$ cat src/rtl/joy_db15_pkg.sv
// rtl/joy_db15_pkg.sv - shared types and constants for the DB15 joystick link
package joy_db15_pkg;

  // Responder frame state
  typedef enum logic [1:0] {
    IDLE,
    LOAD,
    SHIFT,
    DONE
  } state_t;

  localparam int BITS_PER_PLAYER_DEF = 12;
  localparam int FRAME_BITS          = 2 * BITS_PER_PLAYER_DEF;

  // Bit positions within one player's word, shared with the receiver
  localparam int BIT_R  = 0;
  localparam int BIT_L  = 1;
  localparam int BIT_D  = 2;
  localparam int BIT_U  = 3;
  localparam int BIT_A  = 4;
  localparam int BIT_B  = 5;
  localparam int BIT_C  = 6;
  localparam int BIT_DB = 7;
  localparam int BIT_E  = 8;
  localparam int BIT_F  = 9;
  localparam int BIT_S  = 10;
  localparam int BIT_LS = 11;

endpackage

$ cat src/rtl/joy_db15_if.sv
// rtl/joy_db15_if.sv - DB15 serial link pins (JOY_CLK, JOY_LOAD, JOY_DATA)
interface joy_db15_if;
  logic joy_clk_in;
  logic joy_load_in;
  logic joy_data_out;

  // master = the host/receiver that clocks the chain
  modport master (output joy_clk_in, output joy_load_in, input joy_data_out);
  // slave = the shift-register chain emulated here
  modport slave  (input joy_clk_in, input joy_load_in, output joy_data_out);
endinterface

$ cat src/rtl/joy_db15_sync_edge.sv
// rtl/joy_db15_sync_edge.sv - multi-flop synchroniser with rising/falling edge detect
module sync_edge #(
  parameter int STAGES = 2
) (
  input  logic clk,
  input  logic reset_n,
  input  logic async_in,
  output logic level,
  output logic rise,
  output logic fall
);

  logic [STAGES-1:0] sync_q;
  logic              prev_q;

  // Resynchronise the pin; everything resets to 1 so an idle-high line
  // never produces a spurious edge when reset is released.
  always_ff @(posedge clk or negedge reset_n) begin
    if (!reset_n) begin
      sync_q <= '1;
      prev_q <= 1'b1;
    end else begin
      sync_q <= {sync_q[STAGES-2:0], async_in};
      prev_q <= sync_q[STAGES-1];
    end
  end

  assign level = sync_q[STAGES-1];
  assign rise  = level & ~prev_q;
  assign fall  = ~level & prev_q;

endmodule

$ cat src/rtl/joy_db15_tx.sv
// rtl/joy_db15_tx.sv - DB15 joystick responder: parallel load, serial shift-out
module joy_db15_tx
  import joy_db15_pkg::*;
#(
  parameter int SYNC_STAGES     = 2,
  parameter int BITS_PER_PLAYER = BITS_PER_PLAYER_DEF
) (
  input  logic                       clk,
  input  logic                       reset_n,
  input  logic [BITS_PER_PLAYER-1:0] joystick1,
  input  logic [BITS_PER_PLAYER-1:0] joystick2,
  joy_db15_if.slave                  link,
  output logic                       frame_strobe,
  output logic [4:0]                 bit_count
);

  localparam int         FRAME_LEN = 2 * BITS_PER_PLAYER;
  localparam logic [4:0] LAST_BIT  = 5'(FRAME_LEN - 1);

  logic clk_lvl, clk_rise, clk_fall;
  logic load_lvl, load_rise, load_fall;

  sync_edge #(.STAGES(SYNC_STAGES)) u_clk_sync (
    .clk      (clk),
    .reset_n  (reset_n),
    .async_in (link.joy_clk_in),
    .level    (clk_lvl),
    .rise     (clk_rise),
    .fall     (clk_fall)
  );

  sync_edge #(.STAGES(SYNC_STAGES)) u_load_sync (
    .clk      (clk),
    .reset_n  (reset_n),
    .async_in (link.joy_load_in),
    .level    (load_lvl),
    .rise     (load_rise),
    .fall     (load_fall)
  );

  // Only the clock rise and the load level/rise matter to this chain
  logic unused_edges;
  assign unused_edges = &{1'b0, clk_lvl, clk_fall, load_fall};

  state_t               state_q, state_d;
  logic [FRAME_LEN-1:0] sreg_q, sreg_d;
  logic [4:0]           cnt_q, cnt_d;
  logic                 strobe_q, strobe_d;

  // Frame state and datapath registers
  always_ff @(posedge clk or negedge reset_n) begin
    if (!reset_n) begin
      state_q  <= IDLE;
      sreg_q   <= '1;
      cnt_q    <= '0;
      strobe_q <= 1'b0;
    end else begin
      state_q  <= state_d;
      sreg_q   <= sreg_d;
      cnt_q    <= cnt_d;
      strobe_q <= strobe_d;
    end
  end

  // Next state: load level dominates; the register holds wire (inverted)
  // values so its LSB drives JOY_DATA directly and shifting fills with idle 1s.
  always_comb begin
    state_d  = state_q;
    sreg_d   = sreg_q;
    cnt_d    = cnt_q;
    strobe_d = 1'b0;
    if (!load_lvl) begin
      state_d = LOAD;
      sreg_d  = ~{joystick2, joystick1};
      cnt_d   = '0;
    end else begin
      case (state_q)
        LOAD: begin
          if (load_rise) state_d = SHIFT;
        end
        SHIFT: begin
          if (clk_rise) begin
            sreg_d = {1'b1, sreg_q[FRAME_LEN-1:1]};
            cnt_d  = cnt_q + 5'd1;
            if (cnt_q == LAST_BIT) begin
              state_d  = DONE;
              strobe_d = 1'b1;
            end
          end
        end
        default: ;
      endcase
    end
  end

  assign link.joy_data_out = sreg_q[0];
  assign frame_strobe      = strobe_q;
  assign bit_count         = cnt_q;

endmodule

$ cat src/flat_wrapper.sv
// flat-port wrapper written by rule: the top's interface ports become plain ports
module joy_db15_tx_flat import joy_db15_pkg::*;
#(
  parameter int SYNC_STAGES     = 2,
  parameter int BITS_PER_PLAYER = BITS_PER_PLAYER_DEF
)
  (clk, reset_n, joystick1, joystick2, frame_strobe, bit_count, link_joy_clk_in, link_joy_load_in, link_joy_data_out);
  joy_db15_if link_i ();
  input  logic clk;
  input  logic reset_n;
  input  logic [BITS_PER_PLAYER-1:0] joystick1;
  input  logic [BITS_PER_PLAYER-1:0] joystick2;
  output logic frame_strobe;
  output logic [4:0] bit_count;
  input wire logic [$bits(link_i.joy_clk_in)-1:0] link_joy_clk_in;
  input wire logic [$bits(link_i.joy_load_in)-1:0] link_joy_load_in;
  output wire logic [$bits(link_i.joy_data_out)-1:0] link_joy_data_out;
  assign link_i.joy_clk_in = link_joy_clk_in;
  assign link_i.joy_load_in = link_joy_load_in;
  assign link_joy_data_out = link_i.joy_data_out;
  joy_db15_tx #(.SYNC_STAGES(SYNC_STAGES), .BITS_PER_PLAYER(BITS_PER_PLAYER)) u_core (.clk(clk), .reset_n(reset_n), .joystick1(joystick1), .joystick2(joystick2), .link(link_i), .frame_strobe(frame_strobe), .bit_count(bit_count));
endmodule
$ cat config.mk
export PLATFORM = sky130hd
export DESIGN_NAME = joy_db15_tx_flat
export DESIGN_NICKNAME = d
export VERILOG_FILES = /design/src/rtl/joy_db15_pkg.sv /design/src/rtl/joy_db15_if.sv /design/src/rtl/joy_db15_sync_edge.sv /design/src/rtl/joy_db15_tx.sv /design/src/flat_wrapper.sv
export SDC_FILE = /design/constraint.sdc
export NUM_CORES = 1
export LEC_CHECK = 0
export CAP_MARGIN = 20
export CORE_MARGIN = 10
export CORE_UTILIZATION = 40
export DETAILED_ROUTE_END_ITERATION = 16
export DONT_BUFFER_PORTS = 1
export PLACE_DENSITY = 0.66
export REMOVE_ABC_BUFFERS = 1
export SLEW_MARGIN = 20
export SYNTH_ARGS = -nofsm -noshare
export SYNTH_HDL_FRONTEND = slang
export SYNTH_HIERARCHICAL = 1
export SYNTH_SLANG_ARGS = --single-unit
export TNS_END_PERCENT = 50
$ cat constraint.sdc
create_clock -name clk -period 1.56 [get_ports clk]
set_input_delay 0.312 -clock clk [delete_from_list [all_inputs] [get_ports clk]]
set_output_delay 0.312 -clock clk [all_outputs]
set_load 0.05 [all_outputs]
# Yosys cells after proc, flatten, opt, wreduce, memory -nomap -nowiden
# Cells that the tools add are included.
dict set report classes {
  n_addsub 1
  n_mul 0
  div 0
  n_lt_le_gt_ge 0
  n_eq_ne 9
  shift 0
  muxes 15
  bitwise_logic 5
  reduce_logical 2
}
# operator count
set op_table {}
lappend op_table {{2-to-1 mux 24 bit} 3}
lappend op_table {{inverter 24 bit} 1}
lappend op_table {{2-to-1 mux 5 bit} 3}
lappend op_table {{!= test 3 x 2 -> 1 bit (second input constant)} 3}
lappend op_table {{2-to-1 mux 2 bit} 4}
lappend op_table {{adder 5 x 1 -> 5 bit (second input constant)} 1}
lappend op_table {{== test 5 bit (second input constant)} 1}
lappend op_table {{2-to-1 mux 1 bit} 4}
lappend op_table {{!= test 2 x 1 -> 1 bit (second input constant)} 2}
lappend op_table {{case mux 2 bit (2 select lines)} 1}
lappend op_table {{AND reduction 4 bit} 1}
lappend op_table {{!= test 3 x 1 -> 1 bit (second input constant)} 1}
lappend op_table {{AND 1 bit} 2}
lappend op_table {{== test 2 x 1 -> 1 bit (second input constant)} 1}
lappend op_table {{== test 2 bit (second input constant)} 1}
lappend op_table {{inverter 1 bit} 2}
lappend op_table {{AND reduction 2 bit} 1}
dict set report totals {
  regBits 38
  latch_bits 0
  mem_bits_rw 0
  mem_bits_ro 0
  in_bits 28
  output_inout_bits 7
  word_cells 40
  memories 0
}

# Longest topological paths before layout
# Gate-level depths: netlist (run 1).
dict set report depth {
  word_depth 5
  mapped_depth 6
  ltp_nobuf 4
}

# Cells and area by module
# Netlist (run 1), hierarchy kept.
# mod n_inst cells_each area_each_um2
set modules_own_cells {}
lappend modules_own_cells {joy_db15_tx 1 114 1572.8}
lappend modules_own_cells {sync_edge 2 5 93.8}

# Worst setup path after synthesis (run 1)
# OpenSTA, ideal clock, no wires.
dict set report synth_timing {
  path_kind {register -> register}
  start {reg u_core.cnt_q[0] (netlist: u_core/bit_count[0])}
  end {reg u_core.cnt_q[4] (netlist: u_core/bit_count[4])}
  setup_time_ns 0.078
  t_arrival_ns 1.450
  t_required_ns 1.482
  slack_ns 0.032
  path_stages_with_launch 5
  path_buffers 0
  cell_sequence {dfrtp_1 > ha_1 > nand3_1 > or3_1 > a21boi_1}
}
dict set report synth_between {
  elab_chain_cells 4
}
# item line
set synth_rtl {}
lappend synth_rtl {{start: declaration} joy_db15_tx.sv:47} ;# logic [4:0] cnt_q, cnt_d;
lappend synth_rtl {{start signal: assignment} joy_db15_tx.sv:60} ;# cnt_q <= cnt_d;
lappend synth_rtl {{adder 5 x 1 -> 5 bit} joy_db15_tx.sv:84} ;# cnt_d = cnt_q + 5'd1;
lappend synth_rtl {{2-to-1 mux 5 bit} joy_db15_tx.sv:82} ;# if (clk_rise) begin
lappend synth_rtl {{2-to-1 mux 5 bit} joy_db15_tx.sv:77} ;# case (state_q)
lappend synth_rtl {{2-to-1 mux 5 bit} joy_db15_tx.sv:72} ;# if (!load_lvl) begin
# Every way passes these cells. The select of a mux whose other input is x is not followed.
# A chain may end at the register's enable or synchronous reset.

# Worst setup path in the final report (run 1)
dict set report layout_timing {
  start {reg u_core.u_clk_sync.sync_q[1]}
  end {reg u_core.cnt_q[3] (netlist: u_core/bit_count[3])}
}
dict set report layout_between {
  elab_chain_cells 3
}
# item line
set layout_rtl {}
lappend layout_rtl {{start: declaration} joy_db15_sync_edge.sv:13} ;# logic [STAGES-1:0] sync_q;
lappend layout_rtl {{start signal: assignment} joy_db15_sync_edge.sv:23} ;# sync_q <= {sync_q[STAGES-2:0], async_in};
lappend layout_rtl {{AND 1 bit} joy_db15_sync_edge.sv:29} ;# assign rise = level & ~prev_q;
lappend layout_rtl {{net u_core.clk_rise} joy_db15_tx.sv:20} ;# logic clk_lvl, clk_rise, clk_fall;
lappend layout_rtl {{!= test 2 x 1 -> 1 bit (no line)} -}
lappend layout_rtl {{AND reduction 2 bit (no line)} -}
# The timed path passes the listed nets, and every way through them passes these cells.

==> impl_results.md, run 1 <==
* Outcome: complete, no violations
* Via count of the first global-routing pass at approximately 1,100
* Gr usage total at 9.24%
* Net count of the finished layout at 164
* Diodes inserted at 0
* Area taken by flip-flops and latches at 988 um^2
* Instance count of the mapped netlist at between 100 and 150
* Post-synthesis instance area at about 1700 um^2
* Transition time of the tightest slew-check pin at around 440 ps
* Count of standard-cell rows at 23
* Launching point of the worst reg2reg path: u_core/u_clk_sync/sync_q[1]
* Worst clock skew at between 4 and 5 ps
* Number of design-rule violations left by the first detailed-router iteration at 61
* Startpoint-to-endpoint class of the critical path: reg -> reg
* Setup Viol. Count Final at 0
* Routed length per placed instance at roughly 17 um
* TritonCTS clock tree: built
* Sequential cell fraction of total power at 57.7%
* Total wire length at around 3200 um
* Internal power at ~1.6 mW
* RSZ-0062 raised after global routing: false
* Worst VDD drop at 0.000499 V
* HPWL Detailed at approximately 2300 um
* Post-CTS Setup Bufs at 0
* Hold Fails Final Rpt at 0
* Fillcell total at 380
* Hold Crit Start: link_joy_clk_in
* Synth-to-Final Area Change at 12.1%
* Combinational power share at ~8.7%
* Pre-CTS WS at -16.7 ps
* Worst setup EP type: register
* Power consumption at 2.04 mW
* Overall overflow remaining after global route at 0
* Average instance area after synthesis at 14.3 um^2
* Initial standard-cell utilization of the core at between 40% and 50%
* Area occupied by multi-input gates at 679 um^2
* Global-route wire length before repair at roughly 5300 um
* Buffer levels on the longest clock path at 2
* Crit share post-route at just over 90%
* Required arrival time at the worst endpoint at approximately 1700 ps
* Number of top-level pins at 35
* Number of I/O port buffers at 0
* Average via count per standard cell at around 5.2
* Class of the most critical hold timing path: in -> reg
* Final Max Tran Viols at 0
* Number of H-tree levels at 2
* Finished Cell Area at 1950 um^2
* Count of maximum capacitance violations at 0
* Smallest setup slack after layout at approximately 110 ps
* Leak Pwr at 1.02 nW
* Switching fraction of total power at a little under a quarter
* Clock share of power at roughly 34%
* Clock transition at the register clock pins on the worst setup and hold paths after CTS at approximately 70 ps
* Initial antenna violation count at 0
* Fraction of final layout cells with drive strength greater than 1 at between 30% and 40%
* Cell total after placement at approximately 180
* Relative max-transition margin at a little over two thirds
* Post-route setup TNS at 0 ps
* Antenna Violating Nets Remaining at 0
* Clock network latency to the later pin of the worst-skew pair at about 280 ps
* Fin Hold WS at 20.7 ps
* Via Count at 961
* Maximum clock frequency at slightly below 700 MHz
* Area of placed instances at roughly 1800 um^2
* Maximum number of pins on one net before global-route repair at 39
* Count of warnings emitted by yosys at 6
* Final non-filler cell total at about 190
* Core area at between 4000 and 5000 um^2
* Total Die Area at approximately 7400 um^2
* Biggest fanout along the worst timing path at 20
* Height of the die at 86.0 um
* End-of-flow core utilization at between 40% and 50%
* Worst setup path startpoint: u_core/u_clk_sync/sync_q[1]
* Kind of start point of the critical path: register
* Data arrival time of the critical path at between 1500 and 2000 ps
* Final Wtd Congestion at between 0.7 and 0.8
* DR pass1 iterations at 4
* Horiz. Die Dim at around 86 um
* Power density cells at around 1000 nW/um^2
* Clk sink count at 38
* Switching power summed over all nets at between 0.4 and 0.5 mW
* Number of design rule violations left after detail routing at 0
* Cts bufs inserted at 5
* Shortest period the worst path allows at roughly 1500 ps
* CTS root buffer: clkbuf_8
[critical path, stage by stage, from the launching register on]
cell and delay [ps]:
dfstp_2 540, nor2b_4 180, nand3b_4 120, buf_12 180, o21ai_0 200, a21boi_1 100
[flip-flops by register name (all words and copies together) (netlist names)]
signal and count:
u_core/bit_count 5, u_core/frame_strobe 1, u_core/sreg_q 24, u_core/state_q 2, u_core/u_clk_sync/prev_q 1, u_core/u_clk_sync/sync_q 2
u_core/u_load_sync/prev_q 1, u_core/u_load_sync/sync_q 2
[final timing paths]
path / to / slack (ps) / cells after the start
setup / recovery: u_core/bit_count[3] / 110 / 5
hold / removal: u_core/u_clk_sync/sync_q[0] / 20 / 0
setup reg to reg: u_core/bit_count[3] / 110 / 5
hold reg to reg: u_core/u_load_sync/sync_q[1] / 360 / 0
max in group asynchronous: u_core/sreg_q[11] / 820 / 2
min in group asynchronous: u_core/bit_count[0] / 490 / 2
[metal layers]
layer  up-vias  wire (um)  GRT usage [%]
met5         -          0              0
met1       476       1320           9.70
met3         7        195           3.78
met4         0        110           7.19
met2        22       1580           14.4
li1        456          -              -
[repair_timing]
item	CTS	global route
gates cloned	0	0
endpoints found under the hold margin	38	1
endpoints found under the setup margin	3	1
gates resized for setup	1	1
hold buffers	2	1
[cells in the final DEF, fill, tap and decap left out, types with 2 or more instances in the layout]
| master | count |
|---|---|
| mux2i_1 | 47 |
| dfstp_2 | 30 |
| buf_4 | 9 |
| dfrtp_1 | 8 |
| clkbuf_8 | 6 |
| a21oi_1 | 3 |
| o21ai_0 | 3 |
| nor2b_1 | 2 |
| nand3_1 | 2 |
| or3_1 | 2 |
| a21boi_1 | 2 |
| a21boi_0 | 2 |
| nand2_1 | 2 |
| buf_12 | 2 |
| dlygate4sd3_1 | 2 |
[power by group through the flow]
stage          clock network (mW)  registers (mW)  logic, mW
5_1_grt                     0.757            1.19      0.202
3_5_place_dp                    0            1.19      0.151
2_1_floorplan                   0            1.19      0.109
3_3_place_gp                    0            1.19      0.144
6_report                    0.683            1.18      0.178
4_1_cts                     0.705            1.18      0.179
[cell type report]
| class | count | share of cell area (%) |
|---|---|---|
| repair buffers | 13 | 6.53 |
| inverters | 1 | 0.192 |
| well taps | 50 | 3.20 |
| flip-flops and latches | 38 | 50.6 |
| clock buffers | 7 | 4.42 |
| clock inverters | 1 | 0.256 |
| multi-input cells | 76 | 34.8 |
(Power assumes the default switching activity.)
==> run 2, diff against run 1 <==
==> constraint.sdc (replaced) <==
create_clock -name clk -period 1.56 [get_ports clk]
set_input_delay 0.234 -clock clk [delete_from_list [all_inputs] [get_ports clk]]
set_output_delay 0.234 -clock clk [all_outputs]
set_load 0.05 [all_outputs]
==> impl_results.md, run 2 (synthesis results as in run 1) <==
* Horiz. Die Dim at 86.0 um (unchanged)
* Cts bufs inserted at 5 (unchanged)
* Fillcell total at 360 (was 380)
* Kind of start point of the critical path: register (unchanged)
* TritonCTS clock tree: built (unchanged)
* Initial standard-cell utilization of the core at 42.4% (unchanged)
* Post-CTS Setup Bufs at 0 (unchanged)
* Clk sink count at 38 (unchanged)
* Buffers and inverters on the worst path at 1 (unchanged)
* Maximum number of pins on one net before global-route repair at 39 (unchanged)
* Core area at 4120 um^2 (unchanged)
* RSZ-0062 raised after global routing: false (unchanged)
* Final Wtd Congestion at 0.753 (unchanged)
* Height of the die at 86.0 um (unchanged)
* Flip-flop count of the largest register after layout at 24 (unchanged)
* Worst VDD drop at 0.000509 V (was 0.000499 V)
* Final Max Tran Viols at 0 (unchanged)
* Data arrival time of the critical path at 1660 ps (was 1610 ps)
* Power density cells at 946 nW/um^2 (was 1040 nW/um^2)
* Number of design-rule violations left by the first detailed-router iteration at 102 (was 61)
* Count of maximum capacitance violations at 0 (unchanged)
* End-of-flow core utilization at 53.5% (was 47.5%)
* Overall overflow remaining after global route at 0 (unchanged)
* Gr usage total at 9.49% (was 9.24%)
* Power consumption at 2.08 mW (was 2.04 mW)
* Relative max-transition margin at 70.5% (about the same)
* Cell breakdown of the critical path: nor2b_4 -> nand3b_4 -> buf_12 -> o21ai_0 -> a21boi_1 (unchanged)
* Clock transition at the register clock pins on the worst setup and hold paths after CTS at 70 ps (about the same)
* Fraction of final layout cells with drive strength greater than 1 at 31.7% (was 37.5%)
* Critical-path top delay cell: dfstp_2 (unchanged)
* Crit-path max cell delay at 540 ps (about the same)
* Maximum clock frequency at 668 MHz (was 689 MHz)
* Outcome: complete, no violations (unchanged)
* Hold Fails Final Rpt at 0 (unchanged)
* Leading cell type in the layout, fill and taps excluded: mux2i_1 (unchanged)
* Via Count at 1,057 (was 961)
* Required arrival time at the worst endpoint at 1720 ps (about the same)
* Initial antenna violation count at 0 (unchanged)
* Biggest fanout along the worst timing path at 20 (unchanged)
* Number of top-level pins at 35 (unchanged)
* Buffer levels on the longest clock path at 2 (unchanged)
* Startpoint-to-endpoint class of the critical path: reg -> reg (unchanged)
* CTS root buffer: clkbuf_8 (unchanged)
* Commonest cells after routing, fill and taps aside: 47 x mux2i_1, 30 x dfstp_2, 27 x dlygate4sd3_1, 9 x buf_4, 8 x dfrtp_1 (was 47 x mux2i_1, 30 x dfstp_2, 9 x buf_4, 8 x dfrtp_1, 6 x clkbuf_8)
* Number of design rule violations left after detail routing at 0 (unchanged)
* Net count of the finished layout at 189 (was 164)
* Setup Viol. Count Final at 0 (unchanged)
* Routed length per placed instance at 15.9 um (was 17.3 um)
* Leak Pwr at 1.12 nW (was 1.02 nW)
* Class of the most critical hold timing path: reg -> reg (was in -> reg)
* Total Die Area at 7400 um^2 (unchanged)
* Clock network latency to the later pin of the worst-skew pair at 280 ps (about the same)
* Diodes inserted at 0 (unchanged)
* Count of standard-cell rows at 23 (unchanged)
* Worst setup EP type: register (unchanged)
* Average via count per standard cell at 5.01 (was 5.17)
* Total wire length at 3350 um (was 3210 um)
* Synth-to-Final Area Change at 26.4% (was 12.1%)
* Cell class contributing the biggest share of worst-path delay: flip-flops (unchanged)
* Transition time of the tightest slew-check pin at 443 ps (about the same)
* Shortest period the worst path allows at 1500 ps (was 1450 ps)
* Antenna Violating Nets Remaining at 0 (unchanged)
* Via count of the first global-routing pass at 1,184 (was 1,071)
* Post-route setup TNS at 0 ps (unchanged)
* Fin Hold WS at 349 ps (was 20.7 ps)
* Worst clock skew at 8.26 ps (was 4.18 ps)
* Crit share post-route at 96.0% (was 93.0%)
* HPWL Detailed at 2320 um (unchanged)
* Global-route wire length before repair at 5620 um (was 5260 um)
* DR pass1 iterations at 4 (unchanged)
* Register with the most flip-flops: u_core/sreg_q (unchanged)
* Number of I/O port buffers at 0 (unchanged)
* Number of H-tree levels at 2 (unchanged)
## run 2: cell type report
cell class | count | area (um^2) | share of cell area, %
clock buffer | 7 | 86.3 | 3.92
clock inverter | 1 | 5.00 | 0.227
inverter | 1 | 3.75 | 0.170
multi-input combinational | 76 | 679 | 30.8
sequential | 38 | 988 | 44.9
tap | 50 | 62.6 | 2.84
timing repair buffer | 38 | 378 | 17.1
## run 2: timing repair
action	CTS	global route
endpoints found under the setup margin	3	2
hold buffers	27	1
endpoints found under the hold margin	63	1
resized for setup	1	1
## run 2: worst paths after layout
kind	start	end	slack, ps	cells after the start
setup / recovery	u_core/u_clk_sync/sync_q[1]	u_core/bit_count[3]	60	5
hold / removal	u_core/u_clk_sync/sync_q[0]	u_core/u_clk_sync/sync_q[1]	350	0
setup reg to reg	u_core/u_clk_sync/sync_q[1]	u_core/bit_count[3]	60	5
hold reg to reg	u_core/u_clk_sync/sync_q[0]	u_core/u_clk_sync/sync_q[1]	350	0
max in group asynchronous	reset_n	u_core/sreg_q[11]	910	2
min in group asynchronous	reset_n	u_core/bit_count[0]	390	2
## run 2: stage by stage
step	setup WS [ps]	instance area, um^2	cells
CTS	63.7	2190	210
finish	62.6	2200	211
global placement	78.2	1810	175
detailed placement	-16.7	1810	175
floorplan	-220	1660	115
global route	42.1	2200	211
## run 2: per-layer routing
metal	vias up	track usage, %	share of wire [%]
met1	516	10.6	44
met2	24	14.7	48
met4	0	7.19	3.3
met3	7	3.03	4.6
li1	510	-	-
met5	-	0	0
## run 2: report_power, final
group	leakage, nW	total (mW)	switching [mW]	internal (mW)
clock	0.0482	0.678	0.322	0.356
combinational	0.649	0.231	0.0969	0.134
sequential	0.423	1.18	0.0548	1.12
total	1.12	2.08	0.474	1.61
==> run 3, diff against run 2 <==
- CORE_UTILIZATION: 40 -> 55
- PLACE_DENSITY: 0.66 -> not set
- PLACE_DENSITY_LB_ADDON: not set -> 0.2
==> impl_results.md, run 3 (synthesis results as in run 1) <==
* Relative max-transition margin at 70.1% (was 70.5%)
* Power density cells at 873 nW/um^2 (was 946 nW/um^2)
* Number of top-level pins at 35 (unchanged)
* Final Max Tran Viols at 0 (unchanged)
* Commonest cells after routing, fill and taps aside: 47 x mux2i_1, 30 x dfstp_2, 27 x dlygate4sd3_1, 9 x buf_4, 8 x dfrtp_1 (unchanged)
* Total wire length at 3000 um (was 3350 um)
* Area occupied by multi-input gates at 679 um^2 (unchanged)
* Cts bufs inserted at 5 (unchanged)
* Shortest period the worst path allows at 1420 ps (was 1500 ps)
* Power consumption at 1.86 mW (was 2.08 mW)
* Post-route setup TNS at 0 ps (unchanged)
* Fillcell total at 232 (was 360)
* CTS root buffer: clkbuf_4 (was clkbuf_8)
* Fin Hold WS at 346 ps (was 349 ps)
* Maximum number of pins on one net before global-route repair at 39 (unchanged)
* Clock transition at the register clock pins on the worst setup and hold paths after CTS at 100 ps (was 70 ps)
* Initial standard-cell utilization of the core at 57.1% (was 42.4%)
* Total Die Area at 5820 um^2 (was 7400 um^2)
* Kind of start point of the critical path: register (unchanged)
* Outcome: complete, no violations (unchanged)
* Final non-filler cell total at 204 (was 211)
* Area taken by flip-flops and latches at 988 um^2 (unchanged)
* Worst clock skew at 5.91 ps (was 8.26 ps)
* Initial antenna violation count at 0 (unchanged)
* Net count of the finished layout at 188 (was 189)
* RSZ-0062 raised after global routing: false (unchanged)
* Launching point of the worst reg2reg path: u_core/u_clk_sync/sync_q[1] (unchanged)
* Transition time of the tightest slew-check pin at 449 ps (was 443 ps)
* Global-route wire length before repair at 5330 um (was 5620 um)
* Register with the most flip-flops: u_core/sreg_q (unchanged)
* Class of the most critical hold timing path: in -> async (was reg -> reg)
* Clock network latency to the later pin of the worst-skew pair at 330 ps (was 280 ps)
* Via count of the first global-routing pass at 1,141 (was 1,184)
* HPWL Detailed at 2070 um (was 2320 um)
* Clk sink count at 38 (unchanged)
* Height of the die at 76.3 um (was 86.0 um)
* Number of design rule violations left after detail routing at 0 (unchanged)
* Setup Viol. Count Final at 0 (unchanged)
* Gr usage total at 10.9% (was 9.49%)
* Average via count per standard cell at 5.15 (was 5.01)
* TritonCTS clock tree: built (unchanged)
* Routed length per placed instance at 14.7 um (was 15.9 um)
* Diodes inserted at 0 (unchanged)
* Post-CTS Setup Bufs at 0 (unchanged)
* Antenna Violating Nets Remaining at 0 (unchanged)
* Count of maximum capacitance violations at 0 (unchanged)
* Hold Fails Final Rpt at 0 (unchanged)
* Core area at 3050 um^2 (was 4120 um^2)
* Overall overflow remaining after global route at 0 (unchanged)
* Required arrival time at the worst endpoint at 1810 ps (was 1720 ps)
* Number of design-rule violations left by the first detailed-router iteration at 63 (was 102)
* Via Count at 1,050 (was 1,057)
* Crit share post-route at 91.2% (was 96.0%)
* Worst setup EP type: register (unchanged)
* Buffer levels on the longest clock path at 2 (unchanged)
* DR pass1 iterations at 4 (unchanged)
* Maximum clock frequency at 703 MHz (was 668 MHz)
* Fraction of final layout cells with drive strength greater than 1 at 30.0% (was 31.7%)
* Leak Pwr at 1.09 nW (was 1.12 nW)
* Cell total after placement at 168 (was 175)
* Worst-case register-to-register setup slack at 140 ps (was 60 ps)
* Startpoint-to-endpoint class of the critical path: reg -> reg (unchanged)
* Worst VDD drop at 0.000691 V (was 0.000509 V)
* Worst setup path startpoint: u_core/u_clk_sync/sync_q[1] (unchanged)
* Final Wtd Congestion at 0.776 (was 0.753)
* Data arrival time of the critical path at 1680 ps (was 1660 ps)
* Horiz. Die Dim at 76.3 um (was 86.0 um)
* Biggest fanout along the worst timing path at 14 (was 20)
* Leading cell type in the layout, fill and taps excluded: mux2i_1 (unchanged)
* Number of I/O port buffers at 0 (unchanged)
* Flip-flop count of the largest register after layout at 24 (unchanged)
* Synth-to-Final Area Change at 22.4% (was 26.4%)
* Number of H-tree levels at 2 (unchanged)
* Count of standard-cell rows at 20 (was 23)
run 3: repair_timing:
item	4_1_cts	5_1_grt
hold buffers	28	0
setup endpoints to repair	0	27
gates resized for setup	0	3
hold endpoints to repair	64	0
run 3: final cells by class:
type                       count  share of cell area (%)
timing repair buffer          37                    16.8
sequential                    38                    46.3
clock buffer                   8                    2.29
multi-input combinational     76                    31.8
inverter                       1                   0.176
tap                           44                    2.58
run 3: path summary, 6_finish.rpt:
| kind | depth (start not counted) | end |
|---|---|---|
| max | 5 | u_core/sreg_q[12] |
| min | 2 | u_core/bit_count[0] |
| max reg2reg | 5 | u_core/sreg_q[12] |
| min reg2reg | 0 | u_core/u_clk_sync/sync_q[1] |
| max in group asynchronous | 2 | u_core/sreg_q[17] |
| min in group clk | 0 | u_core/u_clk_sync/sync_q[1] |
run 3: where the power goes:
group / switching [mW] / total (mW) / leakage [nW] / internal (mW)
combinational: 0.0936 / 0.225 / 0.637 / 0.131
clock: 0.282 / 0.462 / 0.0265 / 0.180
sequential: 0.0557 / 1.18 / 0.423 / 1.12
run 3: metrics by stage:
step / instance area, um^2 / utilization, % / worst slack, ps
2_1_floorplan: 1660 / - / -220
3_3_place_gp: 1790 / 58.5 / 66.9
3_5_place_dp: 1790 / 58.5 / 30.7
4_1_cts: 2130 / 69.6 / 16.9
5_1_grt: 2130 / 69.9 / 43.1
6_report: 2130 / 69.9 / 137
run 3: layer usage:
| metal | track usage, % | wire length (um) | vias to the layer above |
|---|---|---|---|
| met2 | 17.4 | 1480 | 28 |
| met3 | 5.54 | 233 | 2 |
| met1 | 12.5 | 1280 | 510 |
| met5 | 0 | 0 | - |
| li1 | - | - | 510 |
| met4 | 3.35 | 17 | 0 |
run 3: critical path, cell delays in order, from the launching register on:
cell and delay [ps]:
dfstp_2 550, nor2b_4 170, nand3b_4 100, buf_4 220
mux2i_1 140, mux2i_1 170
